### src/rtl/ctrl_pkg.sv
// -----------------------------------------------------------------------------
// ctrl_pkg
//
// Shared definitions for the pipelined control path of the LEGv8-style core:
//   * 11-bit opcode constants (instr[31:21]) for the supported instructions
//   * ALU-control encodings driven into the EX stage
//   * instruction class enum used by the hazard unit
//   * packed per-stage control structs that travel down the pipeline
//
// No ports (package). Imported by ctrl_decode and pipe_controller.
// -----------------------------------------------------------------------------
package ctrl_pkg;

    // Opcode field width used by the constants below.
    localparam int OPC_W = 11;

    // Full 11-bit opcodes.
    localparam logic [OPC_W-1:0] OPC_ADD  = 11'b10001011000;
    localparam logic [OPC_W-1:0] OPC_SUB  = 11'b11001011000;
    localparam logic [OPC_W-1:0] OPC_AND  = 11'b10001010000;
    localparam logic [OPC_W-1:0] OPC_ORR  = 11'b10101010000;
    localparam logic [OPC_W-1:0] OPC_LDUR = 11'b11111000010;
    localparam logic [OPC_W-1:0] OPC_STUR = 11'b11111000000;

    // CBZ is a CB-format instruction: only the top 8 opcode bits are fixed,
    // the low 3 bits of instr[31:21] belong to the branch offset.
    localparam int                CBZ_PFX_W   = 8;
    localparam logic [CBZ_PFX_W-1:0] OPC_CBZ_PFX = 8'b10110100;

    // ALU-control encodings.
    localparam logic [3:0] ALU_AND    = 4'b0000;
    localparam logic [3:0] ALU_ORR    = 4'b0001;
    localparam logic [3:0] ALU_ADD    = 4'b0010;
    localparam logic [3:0] ALU_SUB    = 4'b0110;
    localparam logic [3:0] ALU_PASS_B = 4'b0111;

    // Instruction class seen by the hazard unit. Only classes that read a
    // second source register compare against it.
    typedef enum logic [2:0] {
        CLASS_NOP   = 3'd0,
        CLASS_RTYPE = 3'd1,
        CLASS_LOAD  = 3'd2,
        CLASS_STORE = 3'd3,
        CLASS_CBZ   = 3'd4
    } instr_class_e;

    // EX-stage controls.
    typedef struct packed {
        logic [3:0] aluctl;
        logic       alusrc;
    } ex_ctrl_t;

    // MEM-stage controls.
    typedef struct packed {
        logic branch;
        logic memread;
        logic memwrite;
    } mem_ctrl_t;

    // WB-stage controls.
    typedef struct packed {
        logic regwrite;
        logic memtoreg;
    } wb_ctrl_t;

    // Everything the ID/EX register carries for the later stages.
    typedef struct packed {
        ex_ctrl_t  ex;
        mem_ctrl_t mem;
        wb_ctrl_t  wb;
    } stage_ctrl_t;

    // What the EX/MEM register carries.
    typedef struct packed {
        mem_ctrl_t mem;
        wb_ctrl_t  wb;
    } exmem_ctrl_t;

    // Full decoder output: reg2loc is consumed in ID only and never latched.
    typedef struct packed {
        logic        reg2loc;
        stage_ctrl_t stage;
    } ctrl_t;

    localparam ctrl_t CTRL_NOP = '0;

    // True for classes whose second register read feeds a datapath operand.
    function automatic logic reads_src2(input instr_class_e c);
        return (c == CLASS_RTYPE) || (c == CLASS_STORE) || (c == CLASS_CBZ);
    endfunction

endpackage

### src/rtl/ctrl_decode.sv
// -----------------------------------------------------------------------------
// ctrl_decode
//
// Purely combinational main decoder: maps the ID-stage opcode field to the
// full set of pipeline control bits plus an instruction class for the hazard
// unit. Unrecognised opcodes (including all-zero) decode as a NOP with every
// control bit cleared.
//
// Ports
//   opcode  in   OP_W   instr[31:21] of the instruction in ID
//   ctrl    out  ctrl_t decoded control bits
//   iclass  out  enum   instruction class
// -----------------------------------------------------------------------------
module ctrl_decode
    import ctrl_pkg::*;
#(
    parameter int OP_W = 11
) (
    input  logic [OP_W-1:0] opcode,
    output ctrl_t           ctrl,
    output instr_class_e    iclass
);

    always_comb begin
        ctrl   = CTRL_NOP;
        iclass = CLASS_NOP;

        // CBZ is matched on its fixed prefix before the full-opcode compares.
        if (opcode[OP_W-1 -: CBZ_PFX_W] == OPC_CBZ_PFX) begin
            iclass                   = CLASS_CBZ;
            ctrl.reg2loc             = 1'b1;
            ctrl.stage.mem.branch    = 1'b1;
            ctrl.stage.ex.aluctl     = ALU_PASS_B;
        end else if (opcode == OP_W'(OPC_ADD)) begin
            iclass                   = CLASS_RTYPE;
            ctrl.stage.wb.regwrite   = 1'b1;
            ctrl.stage.ex.aluctl     = ALU_ADD;
        end else if (opcode == OP_W'(OPC_SUB)) begin
            iclass                   = CLASS_RTYPE;
            ctrl.stage.wb.regwrite   = 1'b1;
            ctrl.stage.ex.aluctl     = ALU_SUB;
        end else if (opcode == OP_W'(OPC_AND)) begin
            iclass                   = CLASS_RTYPE;
            ctrl.stage.wb.regwrite   = 1'b1;
            ctrl.stage.ex.aluctl     = ALU_AND;
        end else if (opcode == OP_W'(OPC_ORR)) begin
            iclass                   = CLASS_RTYPE;
            ctrl.stage.wb.regwrite   = 1'b1;
            ctrl.stage.ex.aluctl     = ALU_ORR;
        end else if (opcode == OP_W'(OPC_LDUR)) begin
            iclass                   = CLASS_LOAD;
            ctrl.stage.ex.alusrc     = 1'b1;
            ctrl.stage.mem.memread   = 1'b1;
            ctrl.stage.wb.memtoreg   = 1'b1;
            ctrl.stage.wb.regwrite   = 1'b1;
            ctrl.stage.ex.aluctl     = ALU_ADD;
        end else if (opcode == OP_W'(OPC_STUR)) begin
            iclass                   = CLASS_STORE;
            ctrl.reg2loc             = 1'b1;
            ctrl.stage.ex.alusrc     = 1'b1;
            ctrl.stage.mem.memwrite  = 1'b1;
            ctrl.stage.ex.aluctl     = ALU_ADD;
        end
    end

endmodule

### src/rtl/pipe_controller.sv
// -----------------------------------------------------------------------------
// pipe_controller
//
// Control path of a 5-stage pipeline. Decodes the instruction in ID, carries
// its control bits through the ID/EX, EX/MEM and MEM/WB registers, detects
// load-use hazards and squashes younger work when a branch resolves taken in
// MEM.
//
// Ports
//   clk               in   1         rising-edge clock
//   reset             in   1         asynchronous, active-high reset
//   instr_id          in   32        instruction in ID
//   branch_taken_mem  in   1         branch in MEM resolved taken
//   id_reg2loc        out  1         ID read-port-2 select (combinational)
//   stall             out  1         hold PC and IF/ID (combinational)
//   flush             out  1         squash IF/ID (combinational)
//   ex_aluctl         out  ALUCTL_W  EX ALU control (registered)
//   ex_alusrc         out  1         EX ALU operand-B select (registered)
//   mem_branch        out  1         MEM branch (registered)
//   mem_read          out  1         MEM read enable (registered)
//   mem_write         out  1         MEM write enable (registered)
//   wb_regwrite       out  1         WB register write (registered)
//   wb_memtoreg       out  1         WB result select (registered)
// -----------------------------------------------------------------------------
module pipe_controller
    import ctrl_pkg::*;
#(
    parameter int OP_W     = 11,
    parameter int ALUCTL_W = 4,
    parameter int RA_W     = 5
) (
    input  logic                clk,
    input  logic                reset,
    input  logic [31:0]         instr_id,
    input  logic                branch_taken_mem,
    output logic                id_reg2loc,
    output logic                stall,
    output logic                flush,
    output logic [ALUCTL_W-1:0] ex_aluctl,
    output logic                ex_alusrc,
    output logic                mem_branch,
    output logic                mem_read,
    output logic                mem_write,
    output logic                wb_regwrite,
    output logic                wb_memtoreg
);

    // The all-ones register is the zero register; writes to it are dropped,
    // so it can never be the source of a real dependency.
    localparam logic [RA_W-1:0] XZR = '1;

    // ---------------------------------------------------------------- ID stage
    logic [OP_W-1:0] id_opcode;
    logic [RA_W-1:0] id_rn;
    logic [RA_W-1:0] id_rm;
    logic [RA_W-1:0] id_rd;
    logic [RA_W-1:0] id_src2;
    ctrl_t           id_ctrl;
    instr_class_e    id_class;

    assign id_opcode = instr_id[31 -: OP_W];
    assign id_rn     = instr_id[5  +: RA_W];
    assign id_rm     = instr_id[16 +: RA_W];
    assign id_rd     = instr_id[0  +: RA_W];

    // Only the register fields and opcode are decoded here; the remaining
    // bits (shamt, immediates) belong to the datapath.
    logic unused_instr_bits;
    assign unused_instr_bits = ^instr_id;

    ctrl_decode #(
        .OP_W (OP_W)
    ) u_decode (
        .opcode (id_opcode),
        .ctrl   (id_ctrl),
        .iclass (id_class)
    );

    assign id_reg2loc = id_ctrl.reg2loc;

    // Second read port address follows reg2loc: STUR/CBZ read Rt in [4:0].
    assign id_src2 = id_ctrl.reg2loc ? id_rd : id_rm;

    // --------------------------------------------------------- pipeline state
    stage_ctrl_t     id_ex_q,  id_ex_d;
    logic [RA_W-1:0] ex_rd_q,  ex_rd_d;
    exmem_ctrl_t     ex_mem_q, ex_mem_d;
    wb_ctrl_t        mem_wb_q, mem_wb_d;

    // ------------------------------------------------------------ hazard unit
    // A load in EX whose destination is read by the instruction in ID cannot
    // forward in time; hold ID one cycle and send a bubble into EX. The
    // bubble clears EX memread, so the stall lasts exactly one cycle.
    logic load_use;

    always_comb begin
        load_use = 1'b0;
        if (id_ex_q.mem.memread && (ex_rd_q != XZR)) begin
            if (ex_rd_q == id_rn) begin
                load_use = 1'b1;
            end else if (reads_src2(id_class) && (ex_rd_q == id_src2)) begin
                load_use = 1'b1;
            end
        end
    end

    // A taken branch wipes everything younger than itself, including the
    // instruction that would have stalled, so flush wins over stall.
    assign flush = branch_taken_mem;
    assign stall = load_use && !branch_taken_mem;

    // ------------------------------------------------------- next-state logic
    always_comb begin
        id_ex_d      = id_ctrl.stage;
        ex_rd_d      = id_rd;
        if (flush || stall) begin
            id_ex_d = '0;
        end

        ex_mem_d.mem = id_ex_q.mem;
        ex_mem_d.wb  = id_ex_q.wb;
        if (flush) begin
            ex_mem_d = '0;
        end

        // The branch itself moves on to WB; its WB controls are all zero.
        mem_wb_d     = ex_mem_q.wb;
    end

    always_ff @(posedge clk or posedge reset) begin
        if (reset) begin
            id_ex_q  <= '0;
            ex_rd_q  <= '0;
            ex_mem_q <= '0;
            mem_wb_q <= '0;
        end else begin
            id_ex_q  <= id_ex_d;
            ex_rd_q  <= ex_rd_d;
            ex_mem_q <= ex_mem_d;
            mem_wb_q <= mem_wb_d;
        end
    end

    // ---------------------------------------------------------------- outputs
    assign ex_aluctl   = ALUCTL_W'(id_ex_q.ex.aluctl);
    assign ex_alusrc   = id_ex_q.ex.alusrc;
    assign mem_branch  = ex_mem_q.mem.branch;
    assign mem_read    = ex_mem_q.mem.memread;
    assign mem_write   = ex_mem_q.mem.memwrite;
    assign wb_regwrite = mem_wb_q.regwrite;
    assign wb_memtoreg = mem_wb_q.memtoreg;

endmodule

### config.mk
export PLATFORM = sky130hd
export DESIGN_NAME = pipe_controller
export DESIGN_NICKNAME = d
export VERILOG_FILES = /design/src/rtl/ctrl_pkg.sv /design/src/rtl/ctrl_decode.sv /design/src/rtl/pipe_controller.sv
export SDC_FILE = /design/constraint.sdc
export NUM_CORES = 1
export LEC_CHECK = 0
export ABC_AREA = 1
export BUFFER_PORTS_ARGS = -buffer_cell sky130_fd_sc_hd__buf_2
export CELL_PAD_IN_SITES_DETAIL_PLACEMENT = 0
export CELL_PAD_IN_SITES_GLOBAL_PLACEMENT = 1
export CORE_AREA = 8 8 69 71
export DETAILED_ROUTE_END_ITERATION = 7
export DIE_AREA = 0 0 77 79
export PLACE_DENSITY = 0.91
export SYNTH_ARGS = -nofsm -noshare
export SYNTH_HDL_FRONTEND = slang
export SYNTH_HIERARCHICAL = 1
export SYNTH_SLANG_ARGS = --single-unit
### constraint.sdc
create_clock -name clk -period 3.51 [get_ports clk]
set_input_delay 0.351 -clock clk [delete_from_list [all_inputs] [get_ports clk]]
set_output_delay 0.351 -clock clk [all_outputs]
set_load 0.05 [all_outputs]
## Yosys cells after proc, flatten, opt, wreduce, memory -nomap -nowiden

Index checks and enable logic that the tools add are counted.

| cells by class | value |
|---|---|
| muxes and demuxes | 48 |
| reduce and logical (&&, ||, !) cells | 7 |
| equality and inequality tests | 13 |

Operators with widths:

| cell | number |
|---|---|
| $eq A11 B11 Y1 const B | 6 |
| $mux W1 | 25 |
| $mux W4 | 5 |
| $mux W5 | 4 |
| $mux W3 | 5 |
| $mux W2 | 7 |
| $eq A5 B5 Y1 | 2 |
| $mux W10 | 1 |
| $eq A8 B8 Y1 const B | 1 |
| $mux W6 | 1 |
| $ne A5 B5 Y1 const B | 1 |
| $eq A3 B1 Y1 const B | 1 |
| $eq A3 B2 Y1 const B | 1 |
| $eq A3 B3 Y1 const B | 1 |
| $logic_and A1 B1 Y1 | 3 |
| $logic_or A1 B1 Y1 | 3 |
| $logic_not A1 Y1 | 1 |

| storage, ports and cells | value |
|---|---|
| bits in registers | 22 |
| word-level logic and storage cells | 83 |
| output and inout bits | 13 |
| bits of input ports | 35 |

## Depth between registers and ports, before layout

Gate-level depths: netlist of run 1.

| depth | value |
|---|---|
| depth after elaboration | 18 |
| depth in mapped cells | 17 |
| gate-level depth less buffers | 16 |

## Hierarchy

Netlist of run 1, hierarchy kept.

By module, submodules not included:

| module | times used | seq. area each (µm²) | cells an instance | area an instance (µm²) |
|---|---|---|---|---|
| pipe_controller | 1 | 550.5 | 125 | 1016.0 |
| ctrl_decode | 1 | 0.0 | 59 | 311.5 |

## Worst setup path before layout of run 1

No wires, ideal clock.

| path | value |
|---|---|
| path kind | input -> output |
| start | in instr_id[30] |
| end | out stall |
| slack | 0.675 ns |
| data arrival time | 2.484 ns |
| path buffers | 1 |
| stages on the path | 16 |
| required time | 3.159 ns |
| cells stage by stage | inv_1 nand2_1 nor2_1 nand3_2 nand2_1 buf_6 inv_2 nand2_1 nand2_1 nand2_1 nand2_1 nor2_1 nand3_1 nand2_1 nand2_2 nor2_1 |

RTL lines:

| element | RTL line | text |
|---|---|---|
| start: declaration | pipe_controller.sv:34 | `input logic [31:0] instr_id,` |
| $eq A11 B11 Y1 | ctrl_decode.sv:57 | `end else if (opcode == OP_W'(OPC_STUR)) begin` |
| $mux W6 | ctrl_decode.sv:57 |  |
| $mux W1 | ctrl_decode.sv:50 | `end else if (opcode == OP_W'(OPC_LDUR)) begin` |
| $mux W1 | ctrl_decode.sv:46 | `end else if (opcode == OP_W'(OPC_ORR)) begin` |
| $mux W1 | ctrl_decode.sv:42 | `end else if (opcode == OP_W'(OPC_AND)) begin` |
| $mux W1 | ctrl_decode.sv:38 | `end else if (opcode == OP_W'(OPC_SUB)) begin` |
| $mux W1 | ctrl_decode.sv:34 | `end else if (opcode == OP_W'(OPC_ADD)) begin` |
| $mux W5 * | ctrl_decode.sv:29 | `if (opcode[OP_W-1 -: CBZ_PFX_W] == OPC_CBZ_PFX) begin` |
| named net id_reg2loc | pipe_controller.sv:36 | `output logic id_reg2loc,` |
| $mux W5 * | pipe_controller.sv:82 | `assign id_src2 = id_ctrl.reg2loc ? id_rd : id_rm;` |
| $eq A5 B5 Y1 * | pipe_controller.sv:101 | `end else if (reads_src2(id_class) && (ex_rd_q == id_src2)) begin` |
| $logic_and A1 B1 Y1 * | pipe_controller.sv:101 |  |
| $mux W1 * | pipe_controller.sv:101 |  |
| $mux W1 * | pipe_controller.sv:99 | `if (ex_rd_q == id_rn) begin` |
| $mux W1 * | pipe_controller.sv:98 | `if (id_ex_q.mem.memread && (ex_rd_q != XZR)) begin` |
| $logic_and A1 B1 Y1 * | pipe_controller.sv:110 | `assign stall = load_use && !branch_taken_mem;` |
| end: declaration | pipe_controller.sv:37 | `output logic stall,` |

Mark *: on every way through the listed nets, which the timed path passes. The rest lies on a longest branch.

## Worst setup path in the final report of run 1

| path | value |
|---|---|
| start | in instr_id[30] |
| end | out stall |

| between the ends | value |
|---|---|
| word-level cells in the longest chain between the ends | 16 |

RTL lines:

| element | RTL line | text |
|---|---|---|
| $eq A11 B11 Y1 | ctrl_decode.sv:57 |  |
| $mux W2 | ctrl_decode.sv:57 |  |
| $mux W2 | ctrl_decode.sv:50 |  |
| $mux W3 | ctrl_decode.sv:46 |  |
| $mux W3 | ctrl_decode.sv:42 |  |
| $mux W3 | ctrl_decode.sv:38 |  |
| $mux W3 | ctrl_decode.sv:34 |  |
| $mux W3 | ctrl_decode.sv:29 |  |
| $eq A3 B1 Y1 / $eq A3 B2 Y1 (equally long branches) | ctrl_pkg.sv:89 | `return (c == CLASS_RTYPE) \|\| (c == CLASS_STORE) \|\| (c == CLASS_CBZ);` |
| $logic_or A1 B1 Y1 (2 in series) | ctrl_pkg.sv:89 |  |
| $logic_and A1 B1 Y1 * | pipe_controller.sv:101 |  |
| $mux W1 * | pipe_controller.sv:101 |  |
| $mux W1 * | pipe_controller.sv:99 |  |
| $mux W1 * | pipe_controller.sv:98 |  |
| $logic_and A1 B1 Y1 * | pipe_controller.sv:110 |  |

Every way passes the cells marked *; elsewhere a longest branch is shown, timed or not.

==> results.ini, run 1 <==
[status]
outcome=finished, final reports clean

[routing]
initialDrtViolationCount=27
ant_nets=0
drcViolationCount=0
first_pass_iters=4
viasPerCell=4.000
wl_microns=2554
post_drt_wl_per_cell_microns=9.459
num_vias=1080

[setup_path]
cp_slowest_stage_delay_ps=300
critPathRequiredTime_ps=3160
worst_ep_arrival_time_ps=2280
ff2ff_path_depth=8
worstSetupStartpoint=instr_id[30]
path_max_fanout=9
crit_buf_inv=4
path_class=primary input to output pin
rrSetupSlack_ps=2250
cp_top_family=simple AND/OR/NAND/NOR gates
cp_common_cell=nand2_1
endpoint_kind=output pin
r2r_start=ex_rd_q[4]
crit_path_end=stall
path_cells=buf_2, inv_1, nand2_1, nor2_1, nand3_2, nand2_1, inv_2, nand2_1, nand2_1, nand2_1, nand2_1, nor2_1, nand3_1, nand2_1, nand2_2, nor2_1, buf_2
cp-start-kind=primary input
r2r_end=ex_aluctl[1]
slowest_stage=nand2_1
worstSetupPathDepth=17

[synth]
postSynthAreaPerCell_sq_um=7.215
ys_seq_area_share_pct=41.47
syn_inst=184
yosysWarnings=6
syn_nets=219
synth_cell_type_count=22
syn_area_sq_um=1328
ys_ff_latch=22

[clocking]
cts_max_level=1
cts_resized=0
cts_tree=yes
postCtsSetupRepairBufs=0
cts_root_buf=clkbuf_8
path_clk_slew_ps=80
cts-hold-fix-buffers=0
cts_buffers=3
clk_path_buf_depth=2
clock_latency_ps=260
clock_sinks=22

[placed_design]
dp_hpwl_microns=2101
gp_congestion=0.8300
io_buffers=41

[cells_and_area]
utilization_pct=42.00
synthToLayoutAreaGrowth_pct=20.17
diodes=0
n_fill_cell=413
nNetsFinal=256
ff_latch_area_sq_um=550.5
multi_input_area_sq_um=529.3
drive_above_1_share_pct=28.18

[grt]
grt.total_usage_pct=8.900
grt_pass1_vias=1161
antenna_found_initial=0
overflow=0
grt_pass1_wl_microns=4588
grt_max_degree=23

[timing]
setup-violations-final=0
rsz0062_at_grt=no
period_minus_slack_ps=2634
period_share_pct=75.05
setup-tns-final_ps=0
fmax_mhz=379.6
hold_violations=0
worst_pin_slew_ps=779.8
final_max_slew_viol_count=0
skew_ps=1.744
slew_headroom_pct=47.95

[power]
ir_worst_vdd_uv=198.4
power_switching_mw=0.1229
power_density_nw_per_um2=350.0
p_leak_nw=0.9767
sw_frac_of_total_pct=22.01
p_clk_share_pct=41.2
combPwrFrac_pct=12.2
p_total_mw=0.5584
p_seq_share_pct=46.6
p_int_mw=0.4355

[floorplanning]
core-area_sq_um=3799
die_x_microns=77
fp.dieH_microns=79
num_io_pins=48
rows=23
start_util_pct=34.95
die-area_sq_um=6083

[job]
cap_violations=0

[min_path]
hold_class=primary input to register

## placed cells by master (no fill, tap or decap), drive strengths merged
| cell type | n |
|---|---|
| dfrtp | 22 |
| buf | 41 |
| nand2 | 42 |
| nor3 | 2 |
| conb | 1 |
| bufinv | 1 |
| a21oi | 1 |
| nand4 | 3 |
| nand3 | 16 |
| xor2 | 2 |
| inv | 47 |
| xnor2 | 3 |
| o21ai | 1 |
| a31oi | 1 |
| nor2 | 33 |
| nand3b | 1 |
| clkbuf | 3 |
## sequential cells by signal (all words and copies together) (netlist names)
name and count:
ex_rd_q 5, id_ex_q 5, ex_aluctl 4, ex_mem_q 2, ex_alusrc 1, mem_branch 1, mem_read 1, mem_write 1
wb_memtoreg 1, wb_regwrite 1
## power groups by stage
stage / Combinational [mW] / Sequential (mW) / Clock, mW
after floorplan: 0.0431 / 0.265 / 0
after global placement: 0.0676 / 0.265 / 0
after detailed placement: 0.0685 / 0.265 / 0
after CTS: 0.0689 / 0.260 / 0.236
after global routing: 0.0783 / 0.261 / 0.249
final: 0.0680 / 0.260 / 0.230
## layout make-up
cell class | instances | share of cell area (%)
Tap cell | 50 | 3.922
Sequential cell | 22 | 34.51
Timing Repair Buffer | 41 | 12.86
Inverter | 47 | 11.06
Multi-Input combinational cell | 106 | 33.18
Clock inverter | 1 | 1.882
Clock buffer | 3 | 2.588
## routing by layer
layer / vias up / GRT usage [%] / share of wire (%)
li1: 594 / - / -
met1: 460 / 9.540 / 45
met2: 24 / 15.72 / 48
met3: 2 / 2.935 / 6.8
met4: 0 / 3.962 / 0.70
met5: - / 0 / 0
## cells in the mapped netlist
cell type | count | area, sq um
a21oi_1 | 1 | 5.000
a31oi_1 | 1 | 6.260
buf_4 | 8 | 60.06
buf_6 | 1 | 11.26
conb_1 | 1 | 3.750
dfrtp_1 | 22 | 550.5
inv_1 | 46 | 172.7
inv_2 | 1 | 3.750
nand2_1 | 38 | 142.6
nand2_2 | 3 | 18.77
nand2_4 | 1 | 11.26
nand3_1 | 12 | 60.06
nand3_2 | 4 | 40.04
nand3b_2 | 1 | 11.26
nand4_1 | 3 | 18.77
nor2_1 | 27 | 101.4
nor2_2 | 4 | 25.02
nor2_4 | 2 | 22.52
nor3_1 | 2 | 10.01
o21ai_2 | 1 | 8.760
xnor2_1 | 3 | 26.28
xor2_1 | 2 | 17.52
## kinds of logic after synthesis
kind of cell | after synthesis | share of synthesized area (%)
buffers and inverters | 56 | 18.66
XOR/XNOR | 5 | 3.299
AND/OR/NAND/NOR | 97 | 34.78
other | 1 | 0.2825
flip-flops | 22 | 41.47
AO/OA/AOI/OAI | 3 | 1.508
## worst min path at each step
stage / startpoint / slack (ps) / depth (start not counted) / endpoint
final: instr_id[0] / 210 / 1 / ex_rd_q[0]
after global routing: instr_id[1] / 210 / 1 / ex_rd_q[1]
after CTS: instr_id[0] / 210 / 1 / ex_rd_q[0]
after detailed placement: ex_mem_q[0] / 350 / 0 / wb_memtoreg
after global placement: ex_mem_q[1] / 330 / 0 / wb_regwrite
after floorplan: ex_mem_q[0] / 330 / 0 / wb_memtoreg
## metrics by stage
step	area [sq um]	worst slack (ps)	cells	hold WS [ps]
5_1_grt	1595	605.1	270	209.8
3_5_place_dp	1524	886.4	266	345.1
3_3_place_gp	1524	933.6	266	331.5
2_1_floorplan	1328	675.4	184	331.2
4_1_cts	1595	854.1	270	208.3
6_report	1595	875.6	270	213.0
(Power assumes the default switching activity.)
==> run 2, diff against run 1 <==
Settings changed: CORE_AREA 8 8 69 71 to 8 8 72 74, DIE_AREA 0 0 77 79 to 0 0 80 82, PLACE_DENSITY 0.91 to 0.85.
Clock period 3.51 ns to 2.75 ns, I/O delays scaled along.
==> run 2 against run 1 <==
Non-clock buffer count did not move. Critical endpoint unchanged. Design area fell by 0.86%. Worst setup slack got worse by 540 ps. Die area rose by 7.8%. Combinational power rose by 27%. First-iteration DRC count rose by 44%. Cell count rose by 0.74%. Total power rose by 14%. Routed wire length rose by 0.67%. Flip-flop and latch count did not move. Utilization fell by 3.8 points. Critical path depth fell by 2.
==> results.ini, run 2 (synthesis results as in run 1) <==
[floorplanning]
rows=24
die_x_microns=80
core-area_sq_um=4144
fp.dieH_microns=82
start_util_pct=32.04
die-area_sq_um=6560
num_io_pins=48

[timing]
rsz0062_at_grt=no
fmax_mhz=414.1
slew_headroom_pct=48.34
setup-tns-final_ps=0
setup-violations-final=0
period_share_pct=87.81
period_minus_slack_ps=2415
fin_ws_ps=335.3
final_max_slew_viol_count=0
worst_pin_slew_ps=774.1
skew_ps=2.868
hold_violations=0

[grt]
grt.total_usage_pct=8.373
grt_max_degree=23
antenna_found_initial=0
busiest_layer=met2
overflow=0
grt_pass1_wl_microns=4547
use_met1_pct=9.407
met2_usage_pct=14.96
met3_usage_pct=1.641
grt_pass1_vias=1129

[routing]
first_pass_iters=4
ant_nets=0
wl_microns=2571
initialDrtViolationCount=39
num_vias=1116
viasPerCell=4.103
post_drt_wl_per_cell_microns=9.452
drcViolationCount=0

[cells_and_area]
mostFrequentLayoutCells=inv_1, buf_2, nand2_1
utilization_pct=38.16
n_fill_cell=468
nNetsFinal=256
drive_above_1_share_pct=28.18
layout_commonest_cell=inv_1
diodes=0
synthToLayoutAreaGrowth_pct=19.13

[placed_design]
io_buffers=41
dpl_worst_slack_ps=320.2
gp_congestion=0.7725
dp_hpwl_microns=2219

[clocking]
cts_max_level=1
cts_root_buf=clkbuf_8
cts_buffers=3
cts-hold-fix-buffers=0
clock_sinks=22
postCtsSetupRepairBufs=0
path_clk_slew_ps=70
clk_path_buf_depth=2
cts_resized=0
cts_tree=yes
clock_latency_ps=250

[power]
ir_worst_vdd_uv=163.9
p_leak_nw=0.9698
power_density_nw_per_um2=402.1

[min_path]
min_to=ex_rd_q[0]
worstHoldStart=instr_id[0]
hold_depth=1
hold_class=primary input to register

[setup_path]
cp-start-kind=primary input
path_max_fanout=9
r2r_end=ex_aluctl[2]
ff2ff_path_depth=9
r2r_start=ex_rd_q[4]
endpoint_kind=output pin
path_class=primary input to output pin
worst_ep_arrival_time_ps=2140
rrSetupSlack_ps=1540
critPathRequiredTime_ps=2480

[job]
cap_violations=0

[status]
outcome=finished, final reports clean

==> run 2: cell count changes in the layout (fill, tap and decap cells not counted) <==
cell       previous run  this run
clkbuf_8              3         4
bufinv_16             1         0
==> run 2: how the worst max path moves through the flow <==
stage	start	to	slack (ps)	cells after the start
CTS	instr_id[27]	stall	320	15
detailed placement	instr_id[27]	stall	320	15
finish	instr_id[27]	stall	340	15
global route	instr_id[25]	stall	100	17
floorplan	instr_id[30]	stall	70	16
global placement	instr_id[27]	stall	330	15
==> run 2: final cells by class <==
| cell class | instances | area (sq um) | area share (%) |
|---|---|---|---|
| sequential | 22 | 550.5 | 34.81 |
| multi-input combinational | 106 | 529.3 | 33.47 |
| timing repair buffer | 41 | 205.2 | 12.97 |
| inverter | 47 | 176.4 | 11.16 |
| tap | 52 | 65.06 | 4.114 |
| clock buffer | 4 | 55.05 | 3.481 |
==> run 2: worst max-delay path, stage by stage <==
cell and delay (ps):
buf_2 120, nor3_1 250, nand3_2 150, nand2_1 300
inv_2 130, nand2_1 100, nand2_1 50, nand2_1 50
nand2_1 50, nor2_1 80, nand3_1 70, nand2_1 80
nand2_2 70, nor2_1 80, buf_2 270
==> run 2: per-layer routing <==
layer,up-vias,wire (microns)
li1,599,-
met1,490,1130
met2,25,1262
met3,2,143
met4,0,34
met5,-,0
==> run 2: where the power goes <==
group / switching (mW) / total [mW] / internal, mW
sequential: 0.00452 / 0.333 / 0.328
clock: 0.0901 / 0.217 / 0.127
combinational: 0.0522 / 0.0861 / 0.0338
total: 0.147 / 0.636 / 0.489
==> run 2: metrics by stage <==
stage / instances / power, mW / cell area, sq um / hold WS, ps
after floorplan: 184 / 0.3927 / 1328 / 264.2
after global placement: 268 / 0.4252 / 1526 / 331.7
final: 272 / 0.6359 / 1582 / 141.9
after global routing: 272 / 0.6716 / 1582 / 129.9
after detailed placement: 268 / 0.4265 / 1526 / 336.2
after CTS: 272 / 0.6454 / 1582 / 137.1
==> run 3, diff against run 2 <==
Settings changed: GPL_ROUTABILITY_DRIVEN set to 1, RECOVER_POWER set to 25.
==> run 3 against run 2 <==
Via count is the same. Maximum frequency is essentially flat. Worst setup slack is essentially flat. Clock power is essentially flat. Design area shrank 0.32%. Critical endpoint unchanged.
==> results.ini, run 3 (synthesis results as in run 1) <==
[timing]
hold_violations=0
setup-tns-final_ps=0
period_minus_slack_ps=2415
slew_headroom_pct=48.30
worst_pin_slew_ps=774.6
setup-violations-final=0
fin_ws_ps=335.2
skew_ps=2.035
rsz0062_at_grt=no
period_share_pct=87.81
final_max_slew_viol_count=0
fmax_mhz=414.1

[setup_path]
path_class=primary input to output pin
rrSetupSlack_ps=1550
path_cells=buf_2, nor3_1, nand3_2, nand2_1, inv_2, nand2_1, nand2_1, nand2_1, nand2_1, nor2_1, nand3_1, nand2_1, nand2_2, nor2_1, buf_2
endpoint_kind=output pin
slowest_stage=nand2_1
worst_ep_arrival_time_ps=2140
cp-start-kind=primary input
critPathRequiredTime_ps=2480
cp_slowest_stage_delay_ps=300
path_max_fanout=9
cp_common_cell=nand2_1

[clocking]
clock_sinks=22
cts_max_level=1
postCtsSetupRepairBufs=0
cts-hold-fix-buffers=0
clk_path_buf_depth=2
cts_root_buf=clkbuf_8
cts_resized=0
cts_tree=yes
clock_latency_ps=250
path_clk_slew_ps=70
cts_buffers=3

[placed_design]
placed_area_sq_um=1526
dp_cells=268
dp_hpwl_microns=2219
gp_congestion=0.7725
io_buffers=41
dpl_worst_slack_ps=320.2

[power]
ir_worst_vdd_uv=162.7
p_total_mw=0.6344
power_density_nw_per_um2=402.4
p_leak_nw=0.9588

[cells_and_area]
mostFrequentLayoutCells=inv_1, nand2_1, buf_2
design_area_sq_um=1577
nNetsFinal=256
drive_above_1_share_pct=26.36
fin_cells=272
diodes=0
synthToLayoutAreaGrowth_pct=18.76
layout_commonest_cell=inv_1

[floorplanning]
rows=24
die-area_sq_um=6560
start_util_pct=32.04
num_io_pins=48
fp.dieH_microns=82
die_x_microns=80
core-area_sq_um=4144

[routing]
viasPerCell=4.103
ant_nets=0
initialDrtViolationCount=40
wl_microns=2577
post_drt_wl_per_cell_microns=9.474
first_pass_iters=4
drcViolationCount=0
num_vias=1116

[grt]
grt_max_degree=23
grt_pass1_vias=1129
antenna_found_initial=0
overflow=0
grt.total_usage_pct=8.373
grt_pass1_wl_microns=4547

[status]
outcome=finished, final reports clean

[min_path]
hold_class=primary input to register

[job]
cap_violations=0

[run 3: changes by cell type in the layout (fill, tap and decap cells not counted)]
cell / change
buf_2: -4
clkbuf_1: +4
[run 3: path summary, 6_finish.rpt]
check	endpoint	cells after the start	startpoint
setup / recovery	stall	15	instr_id[27]
hold / removal	ex_rd_q[0]	1	instr_id[0]
setup reg to reg	ex_aluctl[2]	9	ex_rd_q[4]
hold reg to reg	wb_regwrite	0	ex_mem_q[1]
max in group asynchronous	id_ex_q[2]	2	reset
min in group asynchronous	ex_aluctl[3]	2	reset
[run 3: report_power, final]
part | total [mW] | switching [mW] | internal [mW]
Sequential | 0.333 | 0.00452 | 0.328
Clock | 0.216 | 0.0893 | 0.127
Combinational | 0.0853 | 0.0523 | 0.0330
Total | 0.634 | 0.146 | 0.488
[run 3: routing by layer]
layer | global-route usage [%] | wire (microns)
met2 | 14.96 | 1274
met3 | 1.641 | 160
met5 | 0 | 0
met4 | 3.818 | 34
met1 | 9.407 | 1108
[run 3: final cells by class]
type | instances | area, sq um
clock buffer | 4 | 55.05
fill | 469 | 2567
inverter | 47 | 176.4
multi-input combinational | 106 | 529.3
sequential | 22 | 550.5
tap | 52 | 65.06
timing repair buffer | 41 | 200.2
[run 3: metrics by stage]
step | util, % | hold slack, ps
global route | 38.04 | 129.9
finish | 38.04 | 142.4
global placement | 36.84 | 331.7
detailed placement | 36.84 | 336.2
floorplan | - | 264.2
CTS | 38.16 | 137.1
[run 3: worst max-delay path: cells and delay by family]
family,cells,cell delay (ps)
simple gates,12,1330
buf+inv,3,520
